File: config.mk
export PLATFORM = sky130hd
export DESIGN_NAME = mem_access_ctrl
export DESIGN_NICKNAME = d
export VERILOG_FILES = /design/src/rtl/mem_access_ctrl.sv
export SDC_FILE = /design/constraint.sdc
export NUM_CORES = 1
export LEC_CHECK = 0
export CORE_AREA = 2 2 158 160
export CTS_BUF_LIST = sky130_fd_sc_hd__clkbuf_4 sky130_fd_sc_hd__clkbuf_8
export CTS_CLUSTER_SIZE = 40
export DETAILED_ROUTE_END_ITERATION = 7
export DIE_AREA = 0 0 160 162
export PLACE_DENSITY = 0.83
export SYNTH_ARGS = -nofsm -noshare
export SYNTH_HDL_FRONTEND = slang
export SYNTH_SLANG_ARGS = --single-unit
File: constraint.sdc
create_clock -name clk -period 14.53 [get_ports clk]
set_input_delay 3.6325 -clock clk [delete_from_list [all_inputs] [get_ports clk]]
set_output_delay 3.6325 -clock clk [all_outputs]
set_load 0.02 [all_outputs]
File: src/rtl/mem_access_ctrl.sv
// Memory-stage load/store sequencer: issues one dbus transaction per op, formats load data,
// flags misalignment and holds the result until the pipeline accepts it.
module mem_access_ctrl #(
   parameter int unsigned XLEN = 64
) (
   input  logic            clk,
   input  logic            reset,
   input  logic            start,
   input  logic            is_store,
   input  logic [XLEN-1:0] addr,
   input  logic [XLEN-1:0] wdata,
   input  logic [1:0]      msize,
   input  logic            mem_unsigned,
   input  logic            flush,
   output logic            dreq_valid,
   output logic [XLEN-1:0] dreq_addr,
   output logic [1:0]      dreq_size,
   output logic [7:0]      dreq_strobe,
   output logic [XLEN-1:0] dreq_data,
   input  logic            dresp_data_ok,
   input  logic [XLEN-1:0] dresp_data,
   output logic            busy,
   output logic            done,
   output logic [XLEN-1:0] rdata,
   output logic            misalign,
   input  logic            accept
);

   typedef enum logic [1:0] {IDLE, BUSY, DONE} state_t;
   typedef enum logic [1:0] {MSIZE1 = 2'd0, MSIZE2 = 2'd1, MSIZE4 = 2'd2, MSIZE8 = 2'd3} msize_t;

   state_t          state_q, state_d;
   logic [XLEN-1:0] addr_q, wdata_q, rdata_q;
   logic [1:0]      size_q;
   logic [7:0]      strobe_q;
   logic            store_q, uns_q, misalign_q, killed_q;

   logic [7:0]      base;
   logic            mis_in;
   logic [XLEN-1:0] shifted;
   logic [XLEN-1:0] fmt;

   always_comb begin
      base   = 8'h01;
      mis_in = 1'b0;
      case (msize_t'(msize))
         MSIZE1: begin base = 8'h01; mis_in = 1'b0;          end
         MSIZE2: begin base = 8'h03; mis_in = addr[0];       end
         MSIZE4: begin base = 8'h0F; mis_in = |addr[1:0];    end
         MSIZE8: begin base = 8'hFF; mis_in = |addr[2:0];    end
         default: ;
      endcase
   end

   // Load field is right-aligned first, then extended from its own MSB.
   always_comb begin
      shifted = dresp_data >> {addr_q[2:0], 3'b000};
      fmt     = shifted;
      case (msize_t'(size_q))
         MSIZE1: fmt = {{56{~uns_q & shifted[7]}},  shifted[7:0]};
         MSIZE2: fmt = {{48{~uns_q & shifted[15]}}, shifted[15:0]};
         MSIZE4: fmt = {{32{~uns_q & shifted[31]}}, shifted[31:0]};
         MSIZE8: fmt = dresp_data;
         default: ;
      endcase
   end

   always_comb begin
      state_d = state_q;
      busy    = 1'b0;
      case (state_q)
         IDLE: begin
            busy = start & ~flush;
            if (start && !flush) state_d = mis_in ? DONE : BUSY;
         end
         BUSY: begin
            busy = 1'b1;
            if (dresp_data_ok) state_d = (killed_q || flush) ? IDLE : DONE;
         end
         DONE: begin
            busy = ~accept;
            if (accept || flush) state_d = IDLE;
         end
         default: state_d = IDLE;
      endcase
   end

   always_ff @(posedge clk or posedge reset) begin
      if (reset) begin
         state_q    <= IDLE;
         addr_q     <= '0;
         wdata_q    <= '0;
         rdata_q    <= '0;
         size_q     <= '0;
         strobe_q   <= '0;
         store_q    <= 1'b0;
         uns_q      <= 1'b0;
         misalign_q <= 1'b0;
         killed_q   <= 1'b0;
      end else begin
         state_q <= state_d;
         case (state_q)
            IDLE: begin
               if (start && !flush) begin
                  addr_q     <= addr;
                  size_q     <= msize;
                  store_q    <= is_store;
                  uns_q      <= mem_unsigned;
                  wdata_q    <= is_store ? (wdata << {addr[2:0], 3'b000}) : '0;
                  strobe_q   <= is_store ? (base << addr[2:0]) : '0;
                  misalign_q <= mis_in;
                  rdata_q    <= '0;
                  killed_q   <= 1'b0;
               end
            end
            BUSY: begin
               // A flush cannot abort the bus cycle; remember it so the result is dropped.
               if (flush) killed_q <= 1'b1;
               if (dresp_data_ok) begin
                  killed_q <= 1'b0;
                  if (!store_q) rdata_q <= fmt;
               end
            end
            DONE: begin
               if (accept || flush) misalign_q <= 1'b0;
            end
            default: ;
         endcase
      end
   end

   assign dreq_valid  = (state_q == BUSY);
   assign done        = (state_q == DONE);
   assign dreq_addr   = addr_q;
   assign dreq_size   = size_q;
   assign dreq_strobe = strobe_q;
   assign dreq_data   = wdata_q;
   assign rdata       = rdata_q;
   assign misalign    = misalign_q;

endmodule

==> metrics.md, run 1 <==
| Metric | Value |
|---|---|
| Status | `complete, no violations` |
| Fin crit share | `a little over 60%` |
| Pleak | `between 0.007 and 0.008 uW` |
| Worst Setup End Kind | `output pin` |
| Hold depth | `2` |
| Maximum clock rate | `0.112 GHz` |
| NumNets Final | `around 1700` |
| Effective utilization at floorplan | `46.9%` |
| DR pass1 iterations | `6` |
| Crit path max fanout | `6` |
| Pin count of the biggest net entering global routing | `around 130` |
| Arr. time, crit path | `approximately 5.3 ns` |
| I/O Buffers | `407` |
| Final setup violation count | `0` |
| Syn-to-layout area delta | `43.6%` |
| Max-cap viol count | `0` |
| Finished Layout Cells | `about 1900` |
| Slowest stage cell, crit path | `clkdlybuf4s50_1` |
| Yosys top cell area share | `~46%` |
| Root buffer cell | `clkbuf_8` |
| Remaining global-route overflow | `0` |
| Worst Path Class, Setup | `in -> out` |
| Die area | `around 26000 sq um` |
| Vias in the first global route | `~11000` |
| Worst R2R Setup Slack | `10.97 ns` |
| Initial antenna violation count | `1` |
| CTS max path bufs | `3` |
| Total wire length | `approximately 43 mm` |
| Mapped Avg Cell Area | `9.74 sq um` |
| Tot Pwr | `2230 uW` |
| Maximum VDD drop | `about 98 uV` |
| Top delay family on crit path | `buffers and inverters` |
| CTS H-Tree Depth | `2` |
| Fraction of registers with async set/reset | `100%` |
| Reg clk slew, reported paths | `around 0.05 ns` |
| Core Region | `between 20000 and 25000 sq um` |
| Synth top area cells | `dfrtp_1 (46%), nand2_1 (10%), mux4_2 (9.0%)` |
| Path depth of the worst reg2reg path | `7` |
| Die Wd | `160 um` |
| I/O pins | `408` |
| WP data required | `about 11 ns` |
| Cells after synthesis | `~1200` |
| Flops & latches, synth | `approximately 210` |
| Synth area leader | `dfrtp_1` |
| Storage cell area | `between 5000 and 6000 sq um` |
| Number of synthesized flops with an enable pin | `0` |
| Tightest Hold Check Type | `reg -> reg` |
| Number of gates given a new drive strength after cts | `0` |
| Synth Flop Type | `dfrtp_1` |
| # rows | `57` |
| Antenna Nets Post-Route | `0` |
| Least-Margin Pin Slew | `around 1.1 ns` |
| Post-Route Skew | `0.0292 ns` |
| # DRC | `0` |
| Syn nets | `1364` |
| Final core occ | `approximately two thirds` |
| Hold Vio Cnt, Final | `0` |
| Design area | `around 16000 sq um` |
| Vias per cell | `between 6 and 7` |
| Vias | `11300` |
| Crit-path cells | `clkdlybuf4s50_1 > nor2b_1 > o31a_1 > clkdlybuf4s50_1` |
| Buf/Inv on CP | `2` |
| Clock period minus worst slack | `8.90 ns` |
| Die Y | `~160 um` |
| Post-DP HPWL | `around 30 mm` |
| GPL Wtd Cong | `approximately 0.96` |
| Relative slew slack | `24.1%` |
| Inserted Clock Buffers | `38` |
| Worst skew pair latency | `~0.53 ns` |
| Global-route wire length before repair | `between 60 and 70 mm` |
| Netlist cell types | `52` |
| CTS tree | `done` |
| Post-CTS Setup Inserts | `0` |
| Layout cells sized above 1 | `a little over a tenth` |
| Multi-input logic area | `5670 sq um` |
| Inst Count DP | `about 1800` |
| Global-route usage over all layers | `32.5%` |
| Dpl cell area | `between 15000 and 20000 sq um` |
| PD cells | `137 nW/um^2` |
| Synthesis Warnings | `0` |
| Startpoint Class | `input pin` |
| Filler instances | `1857` |
| Wire per inst | `22.8 um` |
| Sequential fraction of the synthesis area | `about 46%` |
| Initial DRC count | `~1400` |
| Most frequent CP cell | `clkdlybuf4s50_1` |
| RSZ-0062 raised after global routing | `no` |
| Hold_buf cts | `0` |
| Clock tree sinks | `around 210` |
| Setup TNS | `0 ns` |
| Pins over their slew limit | `0` |
| Crit. path cell count | `4` |
| Max incr delay on CP | `0.60 ns` |
| Syn Std Cell Area | `approximately 11000 sq um` |
logic make-up after synthesis:
group                  after synthesis  synth area share [%]
buffers and inverters              109                  4.10
multiplexers                       129                  16.6
AND/OR/NAND/NOR                    390                  14.0
flip-flops                         208                  46.0
AO/OA/AOI/OAI                      326                  19.3
worst paths after layout:
check / from / to
worst max-delay path: flush / busy
worst min-delay path: dreq_addr[6]$_DFFE_PP0P_ / dreq_addr[6]$_DFFE_PP0P_
worst max register to register: state_q[1]$_DFFE_PP0P_ / dreq_data[32]$_DFFE_PP0P_
worst min register to register: dreq_addr[6]$_DFFE_PP0P_ / dreq_addr[6]$_DFFE_PP0P_
max in group asynchronous: reset / dreq_addr[34]$_DFFE_PP0P_
min in group asynchronous: reset / misalign$_DFFE_PP0P_
per-stage QoR:
step / hold slack, ns / setup WS (ns)
2_1_floorplan: 0.463 / 5.22
3_3_place_gp: 0.452 / 5.68
3_5_place_dp: 0.456 / 5.65
4_1_cts: 0.475 / 5.64
5_1_grt: 0.489 / 5.52
6_report: 0.468 / 5.63
layer usage:
layer  global-route usage [%]  share of wire (%)  vias up
met2                     52.8                 47      763
met4                     19.0                6.7        0
met5                        0                  0        -
met1                     39.0                 35     5445
li1                         -                  -     4920
met3                     9.30                 11      179
where the power goes:
group	switching [uW]	internal, uW
Sequential	90.8	687
Combinational	485	401
Clock	253	312
Total	829	1400
Yosys cell counts (all sizes together), types with 6 or more instances:
cell type,count
o22ai,11
nor2,34
buf,36
mux2,22
a21oi,89
nand2,314
a22o,40
a211oi,6
mux4,45
a22oi,55
inv,10
mux2i,62
dfrtp,208
clkbuf,63
o21ai,76
nand3,9
a31oi,8
nor2b,11
a222oi,13
cell type report:
| cell class | instances | area share (%) |
|---|---|---|
| multi-input cells | 845 | 34.9 |
| flip-flops and latches | 208 | 32.1 |
| repair buffers | 420 | 25.6 |
| clock buffers | 57 | 4.37 |
| well taps | 324 | 2.50 |
| inverters | 10 | 0.277 |
| clock inverters | 7 | 0.262 |
| diodes | 1 | 0.0154 |
worst min-delay path: stages, from the launching register on:
cell and delay (ns):
dfrtp_1 0.34, nand2_1 0.05, nand2_1 0.05
layout by cell type (no fill, tap or decap), types with 3 or more instances in the layout:
cell type and instances:
clkdlybuf4s50_1 404, nand2_1 313, dfrtp_1 206, a21oi_1 79, o21ai_0 76, mux2i_1 62
a22oi_1 55, mux4_2 45, clkbuf_8 45, a22o_1 40, nor2_1 34, mux2_2 22
buf_4 14, a222oi_1 13, clkbuf_4 12, nor2b_1 11, o22ai_1 11, a21oi_2 10
inv_1 9, nand3_1 9, a31oi_1 8, a211oi_1 6, clkinv_2 5, o311ai_0 4
and2_1 4, o21a_1 3, nand2b_1 3, a311o_1 3, a2bb2oi_1 3
registers in the layout, indices dropped and copies added, names as in the netlist, 2 cells and up:
register / cells
dreq_size: 2
rdata: 64
dreq_data: 64
dreq_strobe: 8
dreq_addr: 64
state_q: 2
No activity file was read; power rests on OpenSTA's default activity.
==> run 2, diff against run 1 <==
CORE_AREA = not set   (was 2 2 158 160)
CORE_UTILIZATION = 47   (was not set)
DIE_AREA = not set   (was 0 0 160 162)
PLACE_DENSITY = 0.84   (was 0.83)
clock period = 8.56 ns   (was 14.53 ns; I/O delays follow)
==> run 2 against run 1 <==
Net effect:
- cell count hardly changed
- flip-flop and latch count stayed put
- utilization is 1.9 points higher
- register-to-register slack worse by 5.6 ns
- wire length is 0.48% higher
- combinational power is 72% higher
- sequential share of layout area is 0.14 points lower
- design area is 0.42% higher
- global-route usage is 1.8 points higher
- sequential power is 67% higher
- critical path depth stayed put
- setup slack worse by 3.1 ns
- largest cell class unchanged
==> metrics.md, run 2 (synthesis results as in run 1) <==
| Metric | Value |
|---|---|
| Status | `complete, no violations` |
| Worst skew pair latency | `approximately 0.55 ns` |
| NumNets Final | `1726` |
| Maximum clock rate | `about 0.17 GHz` |
| Fin crit share | `between 60% and 70%` |
| Antenna Nets Post-Route | `0` |
| Most frequent CP cell | `clkdlybuf4s50_1` |
| Initial DRC count | `about 1100` |
| Hold_buf cts | `0` |
| Number of gates given a new drive strength after cts | `0` |
| Root buffer cell | `clkbuf_8` |
| Pins over their slew limit | `0` |
| Vias in the first global route | `roughly 11000` |
| Reg clk slew, reported paths | `0.06 ns` |
| Relative slew slack | `~29%` |
| Global-route wire length before repair | `around 64 mm` |
| I/O pins | `a little over 400` |
| DR pass1 iterations | `5` |
| Least-Margin Pin Slew | `about 1.1 ns` |
| # DRC | `0` |
| Maximum VDD drop | `approximately 150 uV` |
| Filler instances | `1785` |
| Pin count of the biggest net entering global routing | `between 100 and 150` |
| GPL Wtd Cong | `~0.97` |
| CTS max path bufs | `3` |
| Die area | `24700 sq um` |
| Crit-path cells | `clkdlybuf4s50_1 > nor2b_1 > o31a_1 > clkdlybuf4s50_1` |
| Vias per cell | `6.03` |
| Max incr delay on CP | `between 0.6 and 0.7 ns` |
| RSZ-0062 raised after global routing | `no` |
| Clock period minus worst slack | `about 6 ns` |
| WP data required | `6.42 ns` |
| Worst Setup End Kind | `output pin` |
| Effective utilization at floorplan | `just under 50%` |
| Post-CTS Setup Inserts | `0` |
| Hold Slack | `0.471 ns` |
| Tightest Hold Check Type | `reg -> reg` |
| Clock tree sinks | `between 200 and 250` |
| Tot Pwr | `around 3800 uW` |
| Setup TNS | `0 ns` |
| Global-route usage over all layers | `between 30% and 40%` |
| Inserted Clock Buffers | `38` |
| # rows | `56` |
| Post-Route Skew | `around 0.034 ns` |
| Crit path max fanout | `6` |
| Pleak | `approximately 0.0071 uW` |
| Final core occ | `between 60 and 70%` |
| Syn-to-layout area delta | `44.2%` |
| Commonest non-fill, non-tap cell in the layout | `clkdlybuf4s50_1` |
| Commonest non-fill, non-tap cells in the layout | `clkdlybuf4s50_1 (404), nand2_1 (313), dfrtp_1 (206)` |
| Hold Vio Cnt, Final | `0` |
| Pre-CTS WS | `approximately 2.6 ns` |
| Remaining global-route overflow | `0` |
| Arr. time, crit path | `around 3.8 ns` |
| Core Region | `~24000 sq um` |
| CTS H-Tree Depth | `2` |
| Die Y | `157 um` |
| Initial antenna violation count | `5` |
| Max-cap viol count | `0` |
| Die Wd | `about 160 um` |
| Post-route setup slack | `around 2.6 ns` |
| Wire per inst | `22.9 um` |
| I/O Buffers | `roughly 400` |
| PD cells | `~240 nW/um^2` |
| Post-DP HPWL | `30.0 mm` |
| Layout cells sized above 1 | `between 10% and 20%` |
| Vias | `11300` |
| Worst Path Class, Setup | `in -> out` |
| Total wire length | `around 43 mm` |
| CTS tree | `done` |
| Startpoint Class | `input pin` |
| Slowest stage cell, crit path | `clkdlybuf4s50_1` |
| Final setup violation count | `0` |
run 2: changes by cell type in the layout (fill, tap and decap cells not counted), sizes merged:
| cell | delta |
|---|---|
| buf | +1 |
| bufinv | +2 |
| clkbuf | -2 |
| clkinv | -1 |
| clkinvlp | +1 |
| diode | +5 |
| inv | -2 |
run 2: worst max-delay path, delay by kind of cell:
family | cells | cell delay, ns
buf+inv | 2 | 1.21
simple gates | 1 | 0.31
compound gates | 1 | 0.17
run 2: routing by layer:
metal / part of all wire [%] / GRT usage, % / up-vias / wire, um
li1: - / - / 4933 / -
met1: 36 / 40.1 / 5481 / 15300
met2: 47 / 55.2 / 700 / 20000
met3: 11 / 9.94 / 162 / 4640
met4: 6.8 / 23.0 / 0 / 2910
met5: 0 / 0 / - / 0
run 2: power by group:
group	switching [uW]	internal [uW]
Combinational	840	681
Sequential	130	1170
Clock	429	596
Total	1400	2440
run 2: worst paths after layout:
path	startpoint	end	slack (ns)	cells after the start
setup / recovery	flush	busy	2.58	4
hold / removal	dreq_addr[58]$_DFFE_PP0P_	dreq_addr[58]$_DFFE_PP0P_	0.47	2
setup reg to reg	dreq_addr[0]$_DFFE_PP0P_	rdata[60]$_DFFE_PP0P_	5.37	7
hold reg to reg	dreq_addr[58]$_DFFE_PP0P_	dreq_addr[58]$_DFFE_PP0P_	0.47	2
max in group asynchronous	reset	dreq_addr[17]$_DFFE_PP0P_	4.75	3
min in group asynchronous	reset	dreq_data[61]$_DFFE_PP0P_	2.20	2
run 2: area by class of cell:
type / count / area, sq um / area share, %
Sequential cell: 208 / 5210 / 31.9
Multi-Input combinational cell: 845 / 5670 / 34.8
Tap cell: 319 / 399 / 2.45
Clock inverter: 7 / 87.6 / 0.537
Timing Repair Buffer: 421 / 4170 / 25.5
Antenna cell: 6 / 15.0 / 0.0920
Clock buffer: 55 / 719 / 4.41
Inverter: 10 / 45.0 / 0.276
run 2: through the flow:
| stage | cell area [sq um] | instances |
|---|---|---|
| floorplan | 11300 | 1162 |
| global placement | 15500 | 1803 |
| detailed placement | 15500 | 1803 |
| CTS | 16300 | 1865 |
| global route | 16300 | 1870 |
| finish | 16300 | 1871 |
